### src/rtl/adder_arbiter.sv
// Round-robin front end for one shared pipelined 8-bit adder: grants one
// requester per cycle, registers its operands and returns the tagged result.
module adder_arbiter #(
  parameter int NUM_REQ     = 4,
  parameter int ADD_LATENCY = 2,
  parameter int ID_W        = 2
) (
  input  logic                   clk,
  input  logic                   rst,
  input  logic [NUM_REQ-1:0]     req_valid,
  input  logic [NUM_REQ*8-1:0]   req_a,
  input  logic [NUM_REQ*8-1:0]   req_b,
  output logic [NUM_REQ-1:0]     req_ready,
  output logic [7:0]             add_a,
  output logic [7:0]             add_b,
  input  logic [7:0]             add_sum,
  input  logic                   add_cout,
  output logic                   rsp_valid,
  output logic [ID_W-1:0]        rsp_id,
  output logic [7:0]             rsp_sum,
  output logic                   rsp_cout,
  output logic                   busy
);

  localparam int              DEPTH   = ADD_LATENCY + 1;
  localparam logic [ID_W-1:0] LAST_ID = ID_W'(NUM_REQ - 1);

  if (ID_W != $clog2(NUM_REQ)) begin : g_bad_id_w
    $error("adder_arbiter: ID_W must equal clog2(NUM_REQ)");
  end
  if (ADD_LATENCY < 1) begin : g_bad_latency
    $error("adder_arbiter: ADD_LATENCY must be at least 1");
  end

  logic [ID_W-1:0]             ptr_q, ptr_d;
  logic [7:0]                  add_a_q, add_a_d;
  logic [7:0]                  add_b_q, add_b_d;
  logic [DEPTH-1:0]            tag_vld_q;
  logic [DEPTH-1:0][ID_W-1:0]  tag_id_q;
  logic                        rsp_valid_q;
  logic [ID_W-1:0]             rsp_id_q;
  logic [7:0]                  rsp_sum_q;
  logic                        rsp_cout_q;

  logic [NUM_REQ-1:0]          upper_mask;
  logic [NUM_REQ-1:0]          masked_req;
  logic [NUM_REQ-1:0]          pick_vec;
  logic [ID_W-1:0]             gnt_id;
  logic                        hs;
  logic [7:0]                  a_sel, b_sel;

  // Requesters at or above the pointer win first; if none are valid the
  // search wraps to the lowest-indexed valid requester.
  always_comb begin
    // NOTE: every always_comb output gets a default first so no path leaves
    // it unassigned, which would infer a latch.
    upper_mask = '0;
    for (int j = 0; j < NUM_REQ; j++) begin
      upper_mask[j] = (ID_W'(j) >= ptr_q);
    end
    masked_req = req_valid & upper_mask;
    pick_vec   = (|masked_req) ? masked_req : req_valid;

    gnt_id = '0;
    for (int j = NUM_REQ - 1; j >= 0; j--) begin
      if (pick_vec[j]) gnt_id = ID_W'(j);
    end

    hs = (|req_valid) & ~rst;

    req_ready = '0;
    a_sel     = '0;
    b_sel     = '0;
    for (int j = 0; j < NUM_REQ; j++) begin
      req_ready[j] = hs & (gnt_id == ID_W'(j));
      if (gnt_id == ID_W'(j)) begin
        a_sel = req_a[8*j +: 8];
        b_sel = req_b[8*j +: 8];
      end
    end
  end

  always_comb begin
    ptr_d   = ptr_q;
    add_a_d = add_a_q;
    add_b_d = add_b_q;
    if (hs) begin
      ptr_d   = (gnt_id == LAST_ID) ? '0 : gnt_id + ID_W'(1);
      add_a_d = a_sel;
      add_b_d = b_sel;
    end
  end

  // The tag pipeline is one stage longer than the adder so the response
  // register captures add_sum on the edge after it becomes valid.
  always_ff @(posedge clk) begin
    // NOTE: sequential state uses non-blocking assignments so every register
    // samples pre-edge values regardless of statement order.
    if (rst) begin
      ptr_q       <= '0;
      add_a_q     <= '0;
      add_b_q     <= '0;
      tag_vld_q   <= '0;
      tag_id_q    <= '0;
      rsp_valid_q <= 1'b0;
      rsp_id_q    <= '0;
      rsp_sum_q   <= '0;
      rsp_cout_q  <= 1'b0;
    end else begin
      ptr_q       <= ptr_d;
      add_a_q     <= add_a_d;
      add_b_q     <= add_b_d;
      tag_vld_q   <= {tag_vld_q[DEPTH-2:0], hs};
      tag_id_q    <= {tag_id_q[DEPTH-2:0], gnt_id};
      rsp_valid_q <= tag_vld_q[DEPTH-1];
      rsp_id_q    <= tag_id_q[DEPTH-1];
      rsp_sum_q   <= add_sum;
      rsp_cout_q  <= add_cout;
    end
  end

  assign add_a     = add_a_q;
  assign add_b     = add_b_q;
  assign rsp_valid = rsp_valid_q;
  assign rsp_id    = rsp_id_q;
  assign rsp_sum   = rsp_sum_q;
  assign rsp_cout  = rsp_cout_q;
  assign busy      = |tag_vld_q;

endmodule

### config.mk
export PLATFORM = sky130hd
export DESIGN_NAME = adder_arbiter
export DESIGN_NICKNAME = d
export VERILOG_FILES = /design/src/rtl/adder_arbiter.sv
export SDC_FILE = /design/constraint.sdc
export NUM_CORES = 1
export LEC_CHECK = 0
export ABC_AREA = 0
export BUFFER_PORTS_ARGS = -buffer_cell sky130_fd_sc_hd__buf_2
export CELL_PAD_IN_SITES_DETAIL_PLACEMENT = 0
export CELL_PAD_IN_SITES_GLOBAL_PLACEMENT = 2
export CORE_MARGIN = 1.5
export CORE_UTILIZATION = 23
export CTS_CLUSTER_DIAMETER = 120
export DETAILED_ROUTE_END_ITERATION = 6
export GPL_TIMING_DRIVEN = 1
export PLACE_DENSITY = 0.91
export SLEW_MARGIN = 5
export SYNTH_ARGS = -nofsm -noshare
export SYNTH_HDL_FRONTEND = slang
export SYNTH_SLANG_ARGS = --single-unit
### constraint.sdc
create_clock -name clk -period 2.4 [get_ports clk]
set_input_delay 0.12 -clock clk [delete_from_list [all_inputs] [get_ports clk]]
set_output_delay 0.12 -clock clk [all_outputs]
set_load 0.02 [all_outputs]
Yosys cells after proc, flatten, opt, wreduce, memory -nomap -nowiden

Index checks and enable logic that the tools add are counted.
W data, S select, Z words.

Add/sub/neg operators: 1
Magnitude comparators: 4
Equality and inequality tests: 3
Multiplexer cells: 14
Bitwise logic cells: 7
Reductions and logical operators: 4

Operator list:

| operator              | number |
|---|---|
| $mux W8               | 8 |
| $mux W2               | 5 |
| $reduce_or A4 Y1      | 2 |
| $and A1 B1 Y1         | 5 |
| $and A4 B4 Y4         | 1 |
| $eq A2 B2 Y1 const B  | 2 |
| $ge A1 B2 Y1 const A  | 2 |
| $ge A2 B2 Y1 const A  | 2 |
| $mux W4               | 1 |
| $reduce_or A3 Y1      | 1 |
| $add A2 B1 Y2 const B | 1 |
| $eq A2 B1 Y1 const B  | 1 |
| $logic_not A2 Y1      | 1 |
| $not A1 Y1            | 1 |

Register bits: 39
Input port bits: 79
Output and inout bits: 33
Logic and storage cells: 44

Longest topological paths before layout

Gate-level depths: netlist of the first run.

Word-level depth: 13
Gate-level depth with buffers: 9
Mapped depth without buffers: 7

Worst setup path before layout of the first run

No wires, ideal clock.

Path kind: register to register
Start point: register ptr_q[0]
End point: register add_a_q[0], in the netlist add_a[0]
Library setup time: 86 ps
Data arrival time: 1904 ps
Required time: 2314 ps
Slack: 410 ps
Stages on the path, launching flop included: 9
Buffers on the path: 2
Period minus slack after synthesis: 1990 ps
Cells stage by stage: dfxtp_1 -> nand2b_1 -> a21boi_0 -> or3_1 -> ha_1 -> buf_2 -> clkbuf_1 -> a221o_1 -> a211oi_1

Longest elaborated chain between the ends: 13
Elaborated cells on any way between the ends: 19
Classes of those cells: order compare (4); eq/ne (3); mux (9); bitwise (1); reduce/logical (2)

Ends and longest elaborated chain:

| what                                         | line | RTL |
|---|---|---|
| start, declared                              | 35   | `logic [ID_W-1:0] ptr_q, ptr_d;` |
| start signal, assigned                       | 110  | `ptr_q <= ptr_d;` |
| $ge A1 B2 Y1 or $ge A2 B2 Y1 (tied branches) | 59   | `upper_mask[j] = (ID_W'(j) >= ptr_q);` |
| $and A4 B4 Y4 *                              | 61   | `masked_req = req_valid & upper_mask;` |
| $reduce_or A4 Y1                             | 62   | `pick_vec = (\|masked_req) ? masked_req : req_valid;` |
| $mux W4 *                                    | 62   |  |
| $mux W2 (3 in series)                        | 66   | `if (pick_vec[j]) gnt_id = ID_W'(j);` |
| $mux W2 *                                    | 66   |  |
| $logic_not A2 Y1                             | 76   | `if (gnt_id == ID_W'(j)) begin` |
| $mux W8 (3 in series)                        | 76   |  |
| $mux W8 *                                    | 76   |  |
| end signal, assigned                         | 101  | `add_a_q <= '0;` |
| end signal, assigned                         | 111  | `add_a_q <= add_a_d;` |
| end, declared                                | 36   | `logic [7:0] add_a_q, add_a_d;` |

Every way passes the cells marked *; elsewhere a longest branch is shown, timed or not.
A chain may end at the register's enable or synchronous reset.

Worst setup path in the final report of the first run

Start point: register ptr_q[0]
End point: output req_ready[0]

Longest elaborated chain between the ends: 10
Elaborated cells on any way between the ends: 13
Classes of those cells: order compare (4); mux (5); bitwise (2); reduce/logical (2)

Ends and longest elaborated chain:

| what                                         | line | RTL |
|---|---|---|
| $ge A1 B2 Y1 or $ge A2 B2 Y1 (tied branches) | 59   |  |
| $and A4 B4 Y4 *                              | 61   |  |
| $reduce_or A4 Y1                             | 62   |  |
| $mux W4 *                                    | 62   |  |
| $mux W2 (3 in series)                        | 66   |  |
| $mux W2 *                                    | 66   |  |
| $logic_not A2 Y1 *                           | 75   | `req_ready[j] = hs & (gnt_id == ID_W'(j));` |
| $and A1 B1 Y1 *                              | 75   |  |
| end, declared                                | 13   | `output logic [NUM_REQ-1:0] req_ready,` |

Marks and branches as above.

==> results of run 1 <==
## power breakdown
group / internal, W / switching [W] / leakage, nW
Clock: 0.000262 / 0.000218 / 0.0515
Sequential: 0.000733 / 0.0000412 / 0.323
Combinational: 0.000339 / 0.000415 / 0.926
Total: 0.00133 / 0.000674 / 1.30
## stage by stage
| stage | util | hold WS (ps) | total power, W | setup WS [ps] | area (um2) |
|---|---|---|---|---|---|
| floorplan | - | 222 | 0.00128 | 410 | 1910 |
| global placement | 0.318 | 329 | 0.00153 | 211 | 2580 |
| detailed placement | 0.318 | 332 | 0.00155 | 161 | 2580 |
| CTS | 0.330 | 31.7 | 0.00204 | 95.4 | 2690 |
| global route | 0.330 | 34.1 | 0.00214 | 55.0 | 2690 |
| finish | 0.330 | 46.1 | 0.00201 | 205 | 2690 |
## area by class of cell
type                       count  area [um2]
clock buffer                   8         100
sequential                    39         781
fill                         878        5450
tap                          105         131
multi-input combinational    147         972
timing repair buffer         120         636
inverter                      18        67.6
## what timing repair did
item	CTS	global route
gates resized for setup	0	2
endpoints found under the setup margin	0	4
buffers inserted	0	0
## cells in the final DEF (no fill, tap or decap), types with 7 or more instances in the layout
master / netlist / routed
inv_1: 18 / 18
dfxtp_1: 39 / 39
a21oi_1: 36 / 36
nand3b_1: 16 / 16
clkbuf_8: 0 / 7
buf_2: 10 / 111
nor2b_1: 19 / 19
nor2_1: 17 / 17
buf_4: 0 / 8
a211oi_1: 16 / 16
a221o_1: 15 / 15
## routing by layer
metal / up-vias / routed length (um) / track usage
met5: - / 0 / 0
met3: 5 / 436 / 0.0437
met4: 0 / 43 / 0.0386
met2: 79 / 2540 / 0.214
li1: 1008 / - / -
met1: 938 / 2820 / 0.174
## worst max-delay path by stage
| stage | start | end | slack [ps] | cells after the start |
|---|---|---|---|---|
| global placement | ptr_q[1] | add_b[3] | 210 | 7 |
| global route | ptr_q[0] | add_a[2] | 60 | 8 |
| finish | ptr_q[0] | req_ready[0] | 200 | 7 |
| detailed placement | ptr_q[1] | add_a[6] | 160 | 8 |
| CTS | ptr_q[0] | req_ready[2] | 100 | 7 |
| floorplan | ptr_q[0] | add_a[0] | 410 | 8 |
## flip-flops by register name, indices dropped and copies added (netlist names)
register / cells
ptr_q: 2
add_b: 8
rsp_id: 2
rsp_sum: 8
tag_id_q: 6
rsp_cout: 1
rsp_valid: 1
add_a: 8
tag_vld_q: 3
## cell families (layout without fill, tap and decap cells)
kind of cell	Yosys count	count (layout)	synth area share
flip-flops	39	39	0.409
AO/OA/AOI/OAI	73	73	0.260
buffers and inverters	39	146	0.0871
AND/OR/NAND/NOR	70	70	0.218
adder cells (fa/ha/maj)	4	4	0.0262
## worst max-delay path, delay by kind of cell, from the launching register on
kind	cells	cell delay [ps]
compound gates	1	120
fa+ha+maj	1	300
buf+inv	2	360
flops	1	340
simple gates	3	650
==> impl_summary.log, run 1 <==
INFO  metric status = finished clean
INFO  metric critical_path_peak_fanout = 13
INFO  metric critical_path.cell_chain = nand2b_1 -> a21boi_0 -> or3_1 -> ha_1 -> buf_4 -> and2_1 -> buf_2
INFO  metric synth.yosys.warnings = 0
INFO  metric die_area = 0.00886 mm2
INFO  metric worst_hold_path.num_cells = 2
INFO  metric layoutNonFillerInstCount = 437
INFO  metric setup_crit_path_kind = reg2out
INFO  metric setup_tns = 0 ps
INFO  metric floorplan.io_pins = 112
INFO  metric drt_first_pass_iters = 4
INFO  metric max_slew.worst_pin.slew = 642 ps
INFO  metric antenna_found_initial = 0
INFO  metric finalWeightedCongestion = 0.747
INFO  metric cellLeakagePower = 1.30 nW
INFO  metric worst_ep_arrival_time = 2080 ps
INFO  metric min-delay-path-class = in2reg
INFO  metric numClockSinks = 39
INFO  metric grt_first_pass_wirelength = 9350 um
INFO  metric cts-hold-fix-buffers = 0
INFO  metric synth.ff_latch_count = 39
INFO  metric route.final.wire_length = 5840 um
INFO  metric syn_inst = 225
INFO  metric cts-root-buf = clkbuf_8
INFO  metric drt_iter0_markers = 92
INFO  metric synth.top_cell.area_share = 0.409
INFO  metric die_h = 94.1 um
INFO  metric cp.required = 2280 ps
INFO  metric worst_r2r_end = add_a[5]
INFO  metric final_max_slew_viol_count = 0
INFO  metric ys_async_sr_fraction = 0
INFO  metric path_clk_slew = 80 ps
INFO  metric synth_top_cell_by_area = dfxtp_1
INFO  metric avgViaCountPerCell = 4.65
INFO  metric globalRouteOverflowTotal = 0
INFO  metric worst-r2r-setup-slack = 220 ps
INFO  metric clk_latency = 290 ps
INFO  metric hpwl = 4420 um
INFO  metric tritoncts = yes
INFO  metric synth_top_flop_cell = dfxtp_1
INFO  metric post_synth_instance_area = 0.00191 mm2
INFO  metric synth_edf_count = 0
INFO  metric routed_wire_length_per_instance = 13.4 um
INFO  metric synth.cells.most_frequent = 39 x dfxtp_1, 36 x a21oi_1, 19 x nor2b_1
INFO  metric floorplan.die.width = 94.1 um
INFO  metric power_density = 747 mW/mm2
INFO  metric max_slew_margin = 0.572
INFO  metric cts-root-to-sink-buffers = 2
INFO  metric max-vdd-ir-drop = 236 uV
INFO  metric max_stage_delay = 410 ps
INFO  metric post-place-cells = 429
INFO  metric synth_top_cells_by_area = dfxtp_1 41%, a21oi_1 9.4%, a221o_1 7.9%
INFO  metric portBuffers = 111
INFO  metric worst_reg2reg_path_length_in_cells = 8
INFO  metric reg2reg_from = ptr_q[0]
INFO  metric synthesis.nets = 308
INFO  metric core = 0.00813 mm2
INFO  metric hold_path_end = rsp_sum[1]
INFO  metric ant_nets = 0
INFO  metric final.setup_skew = 8.69 ps
INFO  metric global_route.usage.total = 0.135
INFO  metric start_util = 0.235
INFO  metric numCtsBuffers = 5
INFO  metric critical_path.startpoint_type = flop
INFO  metric synth_most_common_cell = dfxtp_1
INFO  metric final_period_util = 0.915
INFO  metric layout-drive-gt1-share = 0.389
INFO  metric grt_max_degree = 40
INFO  metric rsz_0062_raised_after_global_routing = no
INFO  metric synth_area_per_cell = 8.49 um2
INFO  metric hold_path_startpoint = add_sum[1]
INFO  metric first_global_vias = 1909
INFO  metric fmaxAchievable = 456 MHz
INFO  metric drv_cap = 0
INFO  metric final-hold-violation-count = 0
INFO  metric cp-end-kind = primary output
INFO  metric htreeDepth = 2
INFO  metric std_cell_rows = 33
INFO  metric layout_min_cycle_time = 2200 ps
INFO  metric nets = 414
INFO  metric synthToLayoutAreaGrowth = 40.7%
INFO  metric diodes = 0
INFO  metric drc = 0
INFO  metric setup_viol = 0
INFO  metric critPathSlowestCell = or3_1
INFO  metric num_vias = 2030
INFO  metric post_synth_num_cell_types = 27
INFO  metric synth.yosys.seq_area_share = 0.409
Power figures use the tool's default switching activity.
==> run 2, diff against run 1 <==
- CORE_UTILIZATION: 23 -> 24
- CTS_BUF_LIST: default -> sky130_fd_sc_hd__clkbuf_4
- PLACE_DENSITY: 0.91 -> 0.93
==> run 2 against run 1 <==
Critical path type unchanged. Clock power is 29% lower. Sequential cell count stayed put. Register-to-register slack better by 70 ps. Non-clock buffer count is 6 higher. Sequential share of layout area is 0.31 points lower. Count of clock-buffer cells in the layout is 1 lower. Largest cell class unchanged. Largest power group unchanged.
==> impl_summary.log, run 2 (synthesis results as in run 1) <==
INFO  metric reg2reg_from = ptr_q[1] (was ptr_q[0])
INFO  metric worst-r2r-setup-slack = 290 ps (was 220 ps)
INFO  metric setup_tns = 0 ps (unchanged)
INFO  metric cp.required = 2280 ps (about the same)
INFO  metric post_dp_cell_area = 0.00258 mm2 (about the same)
INFO  metric cts_setup_buffers = 0 (unchanged)
INFO  metric htreeDepth = 2 (unchanged)
INFO  metric critical_path.cell_chain = a21oi_1 -> o21ai_0 -> a21oi_1 -> ha_1 -> buf_12 -> and2_1 -> buf_2 (was nand2b_1 -> a21boi_0 -> or3_1 -> ha_1 -> buf_4 -> and2_1 -> buf_2)
INFO  metric cts-root-buf = clkbuf_4 (was clkbuf_8)
INFO  metric cp-end-kind = primary output (unchanged)
INFO  metric design_area = 0.00272 mm2 (was 0.00269 mm2)
INFO  metric min-delay-path-class = in2reg (unchanged)
INFO  metric critical_path.startpoint_type = flop (unchanged)
INFO  metric layout_min_cycle_time = 2170 ps (was 2200 ps)
INFO  metric first_global_vias = 1859 (was 1909)
INFO  metric std_cell_rows = 32 (was 33)
INFO  metric core = 0.00773 mm2 (was 0.00813 mm2)
INFO  metric grt_max_degree = 34 (was 40)
INFO  metric cts-root-to-sink-buffers = 2 (unchanged)
INFO  metric seqCellArea = 781 um2 (unchanged)
INFO  metric global_route.usage.total = 0.131 (was 0.135)
INFO  metric drv_cap = 0 (unchanged)
INFO  metric layout_common_cells = 111 x buf_2, 39 x dfxtp_1, 36 x a21oi_1 (unchanged)
INFO  metric critical_path_peak_fanout = 31 (was 13)
INFO  metric setup.worst_path.end = req_ready[2] (was req_ready[0])
INFO  metric worst_reg2reg_path_length_in_cells = 8 (unchanged)
INFO  metric status = finished clean (unchanged)
INFO  metric power_density = 687 mW/mm2 (was 747 mW/mm2)
INFO  metric max_stage_delay = 360 ps (was 410 ps)
INFO  metric start_util = 0.247 (was 0.235)
INFO  metric final.setup_skew = 9.04 ps (was 8.69 ps)
INFO  metric globalRouteOverflowTotal = 0 (unchanged)
INFO  metric critical-path-top-cell-by-count = a21oi_1
INFO  metric tritoncts = yes (unchanged)
INFO  metric rsz_0062_raised_after_global_routing = no (unchanged)
INFO  metric synthToLayoutAreaGrowth = 42.2% (was 40.7%)
INFO  metric routed_wire_length_per_instance = 12.7 um (was 13.4 um)
INFO  metric numClockSinks = 39 (unchanged)
INFO  metric portBuffers = 111 (unchanged)
INFO  metric path_clk_slew = 110 ps (was 80 ps)
INFO  metric drt_iter0_markers = 53 (was 92)
INFO  metric floorplan.die.width = 92.2 um (was 94.1 um)
INFO  metric fmaxAchievable = 461 MHz (was 456 MHz)
INFO  metric report.power.total = 0.00187 W (was 0.00201 W)
INFO  metric drc = 0 (unchanged)
INFO  metric detailedPlace.worstSlack = 251 ps (was 161 ps)
INFO  metric final_critical_path_setup_slack = 233 ps (was 205 ps)
INFO  metric multiInputGateArea = 970 um2 (was 972 um2)
INFO  metric setup_viol = 0 (unchanged)
INFO  metric max-vdd-ir-drop = 219 uV (was 236 uV)
INFO  metric fill_cells = 827 (was 878)
INFO  metric worst_ep_arrival_time = 2050 ps (was 2080 ps)
INFO  metric layout-drive-gt1-share = 0.376 (was 0.389)
INFO  metric die_area = 0.00851 mm2 (was 0.00886 mm2)
INFO  metric avgViaCountPerCell = 4.56 (was 4.65)
INFO  metric max_slew.worst_pin.slew = 609 ps (was 642 ps)
INFO  metric num_vias = 2005 (was 2030)
INFO  metric setup_crit_path_kind = reg2out (unchanged)
INFO  metric drt_first_pass_iters = 4 (unchanged)
INFO  metric grt_first_pass_wirelength = 8760 um (was 9350 um)
INFO  metric layout_commonest_cell = buf_2 (unchanged)
INFO  metric die_h = 92.2 um (was 94.1 um)
INFO  metric worst_r2r_end = add_a[4] (was add_a[5])
INFO  metric max_slew_margin = 0.594 (was 0.572)
INFO  metric diodes = 0 (unchanged)
INFO  metric critPathSlowestCell = dfxtp_1 (was or3_1)
INFO  metric cp_top_family = compound AO/OA/AOI/OAI gates (was simple AND/OR/NAND/NOR gates)
INFO  metric final-hold-violation-count = 0 (unchanged)
INFO  metric final_max_slew_viol_count = 0 (unchanged)
INFO  metric nets = 420 (was 414)
INFO  metric antenna_found_initial = 0 (unchanged)
INFO  metric numCtsBuffers = 5 (unchanged)
INFO  metric hpwl = 4190 um (was 4420 um)
INFO  metric clk_latency = 340 ps (was 290 ps)
INFO  metric floorplan.io_pins = 112 (unchanged)
INFO  metric crit_cells = 7 (unchanged)
INFO  metric ant_nets = 0 (unchanged)
INFO  metric finalWeightedCongestion = 0.795 (was 0.747)
INFO  metric path_buf_inv = 2 (unchanged)
INFO  metric timing.hold.ws = 25.0 ps (was 46.1 ps)
INFO  metric final_period_util = 0.903 (was 0.915)
INFO  metric critPathLaunch = ptr_q[1] (was ptr_q[0])
INFO  metric route.final.wire_length = 5570 um (was 5840 um)
INFO  metric cellLeakagePower = 1.31 nW (was 1.30 nW)
run 2: cell count changes in the layout (fill, tap and decap cells not counted):
cell           delta
clkbuf_8          -7
a21boi_1          +1
o21ai_0           +1
a21boi_0          -1
o21ai_1           -1
clkinv_2          +1
clkbuf_4          +7
buf_12            +1
buf_4             -3
ha_2              -1
clkbuf_1          -1
dlygate4sd3_1     +8
ha_1              +1
run 2: worst min-delay path by stage:
| stage | start | endpoint | slack (ps) | cells past startpoint |
|---|---|---|---|---|
| after global placement | add_sum[0] | rsp_sum[0] | 330 | 2 |
| final | add_cout | rsp_cout | 30 | 2 |
| after global routing | add_cout | rsp_cout | 20 | 2 |
| after floorplan | rst | tag_vld_q[0] | 220 | 1 |
| after CTS | add_cout | rsp_cout | 4 | 2 |
| after detailed placement | add_sum[0] | rsp_sum[0] | 340 | 2 |
run 2: per-layer routing:
metal | up-vias | GRT usage | routed length, um
li1 | 1022 | - | -
met1 | 893 | 0.168 | 2650
met2 | 80 | 0.204 | 2430
met3 | 10 | 0.0381 | 392
met4 | 0 | 0.0526 | 100
met5 | - | 0 | 0
run 2: area by class of cell:
| class | instances | area share |
|---|---|---|
| tap | 102 | 0.0470 |
| clock buffer | 7 | 0.0193 |
| clock inverter | 1 | 0.00184 |
| inverter | 18 | 0.0249 |
| timing repair buffer | 126 | 0.263 |
| sequential | 39 | 0.287 |
| multi-input combinational | 147 | 0.357 |
run 2: what timing repair did:
action	in CTS	in global routing
endpoints found under the hold margin	8	0
gates resized for setup	0	1
setup endpoints to repair	0	5
hold buffers	8	0
run 2: metrics by stage:
stage | util | instances
CTS | 0.352 | 440
floorplan | - | 225
detailed placement | 0.334 | 424
finish | 0.352 | 440
global placement | 0.334 | 424
global route | 0.352 | 440
run 2: power breakdown:
group	leakage, nW	internal [W]	switching [W]
logic	0.955	0.000346	0.000406
registers	0.323	0.000733	0.0000422
clock network	0.0361	0.000137	0.000203
run 2: worst register-to-register path: stages (launching register included):
cell and delay (ps):
dfxtp_1 360, a21oi_1 130, o21ai_0 130, a21oi_1 280
ha_1 310, buf_12 200, a21oi_1 70, a221o_1 360
a211oi_1 190
==> run 3, diff against run 2 <==
- CTS_BUF_LIST: sky130_fd_sc_hd__clkbuf_4 -> sky130_fd_sc_hd__clkbuf_4 sky130_fd_sc_hd__clkbuf_8
- CTS_CLUSTER_DIAMETER: 120 -> 150
==> run 3 against run 2 <==
Critical path type unchanged. Worst setup slack better by 67 ps. Largest power group unchanged. Die area stayed put. Sequential power hardly changed. Fmax is 3.2% higher. Highest routed layer unchanged. First-iteration DRC count is 7.5% lower. Final cell count is 1.8% lower.
==> impl_summary.log, run 3 (synthesis results as in run 1) <==
INFO  metric critical_path_peak_fanout = 31 (unchanged)
INFO  metric path_clk_slew = 70 ps (was 110 ps)
INFO  metric cp-end-kind = primary output (unchanged)
INFO  metric worst-r2r-setup-slack = 300 ps (was 290 ps)
INFO  metric floorplan.die.width = 92.2 um (unchanged)
INFO  metric max-vdd-ir-drop = 223 uV (was 219 uV)
INFO  metric route.final.wire_length = 5490 um (was 5570 um)
INFO  metric std_cell_rows = 32 (unchanged)
INFO  metric cts-root-buf = clkbuf_8 (was clkbuf_4)
INFO  metric timing.hold.ws = 49.4 ps (was 25.0 ps)
INFO  metric die_area = 0.00851 mm2 (unchanged)
INFO  metric drv_cap = 0 (unchanged)
INFO  metric cp.required = 2280 ps (about the same)
INFO  metric critical_path.startpoint_type = flop (unchanged)
INFO  metric layout_common_cells = 111 x buf_2, 39 x dfxtp_1, 36 x a21oi_1 (unchanged)
INFO  metric avgViaCountPerCell = 4.57 (was 4.56)
INFO  metric busiest_layer = met2 (unchanged)
INFO  metric critPathSlowestCell = or3_1 (was dfxtp_1)
INFO  metric max_slew.worst_pin.slew = 617 ps (was 609 ps)
INFO  metric antenna_found_initial = 0 (unchanged)
INFO  metric final.setup_skew = 4.69 ps (was 9.04 ps)
INFO  metric layout-drive-gt1-share = 0.385 (was 0.376)
INFO  metric final_period_util = 0.875 (was 0.903)
INFO  metric routed_wire_length_per_instance = 12.7 um (about the same)
INFO  metric grt_first_pass_wirelength = 8690 um (was 8760 um)
INFO  metric layoutNonFillerInstCount = 432 (was 440)
INFO  metric status = finished clean (unchanged)
INFO  metric setup_crit_path_kind = reg2out (unchanged)
INFO  metric clk_latency = 280 ps (was 340 ps)
INFO  metric finalWeightedCongestion = 0.795 (unchanged)
INFO  metric cellLeakagePower = 1.29 nW (was 1.31 nW)
INFO  metric met3_usage = 0.0398 (was 0.0381)
INFO  metric report.power.total = 0.00196 W (was 0.00187 W)
INFO  metric cp_top_family = simple AND/OR/NAND/NOR gates (was compound AO/OA/AOI/OAI gates)
INFO  metric floorplan.io_pins = 112 (unchanged)
INFO  metric post_dp_cell_area = 0.00258 mm2 (unchanged)
INFO  metric layout_min_cycle_time = 2100 ps (was 2170 ps)
INFO  metric nets = 412 (was 420)
INFO  metric numCtsBuffers = 5 (unchanged)
INFO  metric path_buf_inv = 2 (unchanged)
INFO  metric layout_commonest_cell = buf_2 (unchanged)
INFO  metric tritoncts = yes (unchanged)
INFO  metric min-delay-path-class = in2reg (unchanged)
INFO  metric max_stage_delay = 390 ps (was 360 ps)
INFO  metric drt_iter0_markers = 49 (was 53)
INFO  metric final-hold-violation-count = 0 (unchanged)
INFO  metric drt_first_pass_iters = 4 (unchanged)
INFO  metric hpwl = 4190 um (unchanged)
INFO  metric grt_util_met1 = 0.167 (was 0.168)
INFO  metric numClockSinks = 39 (unchanged)
INFO  metric hold_path_startpoint = add_sum[0] (was add_cout)
INFO  metric portBuffers = 111 (unchanged)
INFO  metric ant_nets = 0 (unchanged)
INFO  metric globalRouteMet2Util = 0.201 (was 0.204)
INFO  metric fill_cells = 833 (was 827)
INFO  metric reg2reg_from = ptr_q[1] (unchanged)
INFO  metric setup_tns = 0 ps (unchanged)
INFO  metric worst_reg2reg_path_length_in_cells = 8 (unchanged)
INFO  metric power_density = 733 mW/mm2 (was 687 mW/mm2)
INFO  metric hold_path_end = rsp_sum[0] (was rsp_cout)
INFO  metric cts-root-to-sink-buffers = 2 (unchanged)
INFO  metric worst_r2r_end = add_a[4] (unchanged)
INFO  metric diodes = 0 (unchanged)
INFO  metric start_util = 0.247 (unchanged)
INFO  metric global_route.usage.total = 0.129 (was 0.131)
INFO  metric critical_path.cell_chain = nand2b_1 -> a21boi_1 -> or3_1 -> ha_1 -> buf_12 -> and2_1 -> buf_2 (was a21oi_1 -> o21ai_0 -> a21oi_1 -> ha_1 -> buf_12 -> and2_1 -> buf_2)
INFO  metric globalRouteOverflowTotal = 0 (unchanged)
INFO  metric design_area = 0.00267 mm2 (was 0.00272 mm2)
INFO  metric core = 0.00773 mm2 (unchanged)
INFO  metric cts-hold-fix-buffers = 0 (was 8)
INFO  metric worst_hold_path.num_cells = 2 (unchanged)
INFO  metric htreeDepth = 2 (unchanged)
INFO  metric post-place-cells = 424 (unchanged)
INFO  metric grt_max_degree = 34 (unchanged)
INFO  metric setup_viol = 0 (unchanged)
INFO  metric num_vias = 1973 (was 2005)
INFO  metric max_slew_margin = 0.588 (was 0.594)
INFO  metric synthToLayoutAreaGrowth = 39.6% (was 42.2%)
INFO  metric first_global_vias = 1839 (was 1859)
INFO  metric rsz_0062_raised_after_global_routing = no (unchanged)
INFO  metric die_h = 92.2 um (unchanged)
INFO  metric final_max_slew_viol_count = 0 (unchanged)
INFO  metric worst_ep_arrival_time = 1980 ps (was 2050 ps)
INFO  metric fmaxAchievable = 476 MHz (was 461 MHz)
INFO  metric drc = 0 (unchanged)
[run 3: cell count changes in the layout (fill, tap and decap cells not counted), sizes merged]
cell	delta
dlygate4sd3	-8
[run 3: layer usage]
metal / wire length, um / up-vias
li1: - / 1002
met1: 2580 / 877
met2: 2410 / 84
met3: 428 / 10
met4: 85 / 0
met5: 0 / -
[run 3: final cells by class]
cell class              count  area [um2]  area share
multi-input cells         147         970       0.364
clock buffers               7        83.8      0.0314
clock inverters             1        5.00     0.00188
inverters                  18        67.6      0.0253
flip-flops and latches     39         781       0.293
well taps                 102         128      0.0478
repair buffers            118         633       0.237
[run 3: report_power, final]
| part | internal (W) | total [W] | switching (W) |
|---|---|---|---|
| combinational | 0.000338 | 0.000741 | 0.000403 |
| sequential | 0.000733 | 0.000776 | 0.0000425 |
| clock | 0.000226 | 0.000438 | 0.000212 |
[run 3: worst max-delay path by stage]
stage | cells past startpoint | endpoint | from
6_report | 7 | req_ready[2] | ptr_q[0]
5_1_grt | 8 | add_a[6] | ptr_q[1]
4_1_cts | 7 | req_ready[2] | ptr_q[0]
3_5_place_dp | 8 | add_b[3] | ptr_q[0]
3_3_place_gp | 8 | add_a[4] | ptr_q[0]
2_1_floorplan | 8 | add_a[0] | ptr_q[0]
[run 3: worst reg2reg max path, delay by kind of cell, from the launching register on]
family,cells,cell delay (ps)
compound gates,6,1160
fa+ha+maj,1,310
buf+inv,1,200
flops,1,350
[run 3: through the flow]
step	util	worst slack, ps
finish	0.345	300
global route	0.345	92.1
CTS	0.345	237
detailed placement	0.334	251
global placement	0.334	295
floorplan	-	410
[run 3: what timing repair did]
action,in CTS,in global routing
setup endpoints to repair,0,2
buffers inserted,0,0
resized for setup,0,1
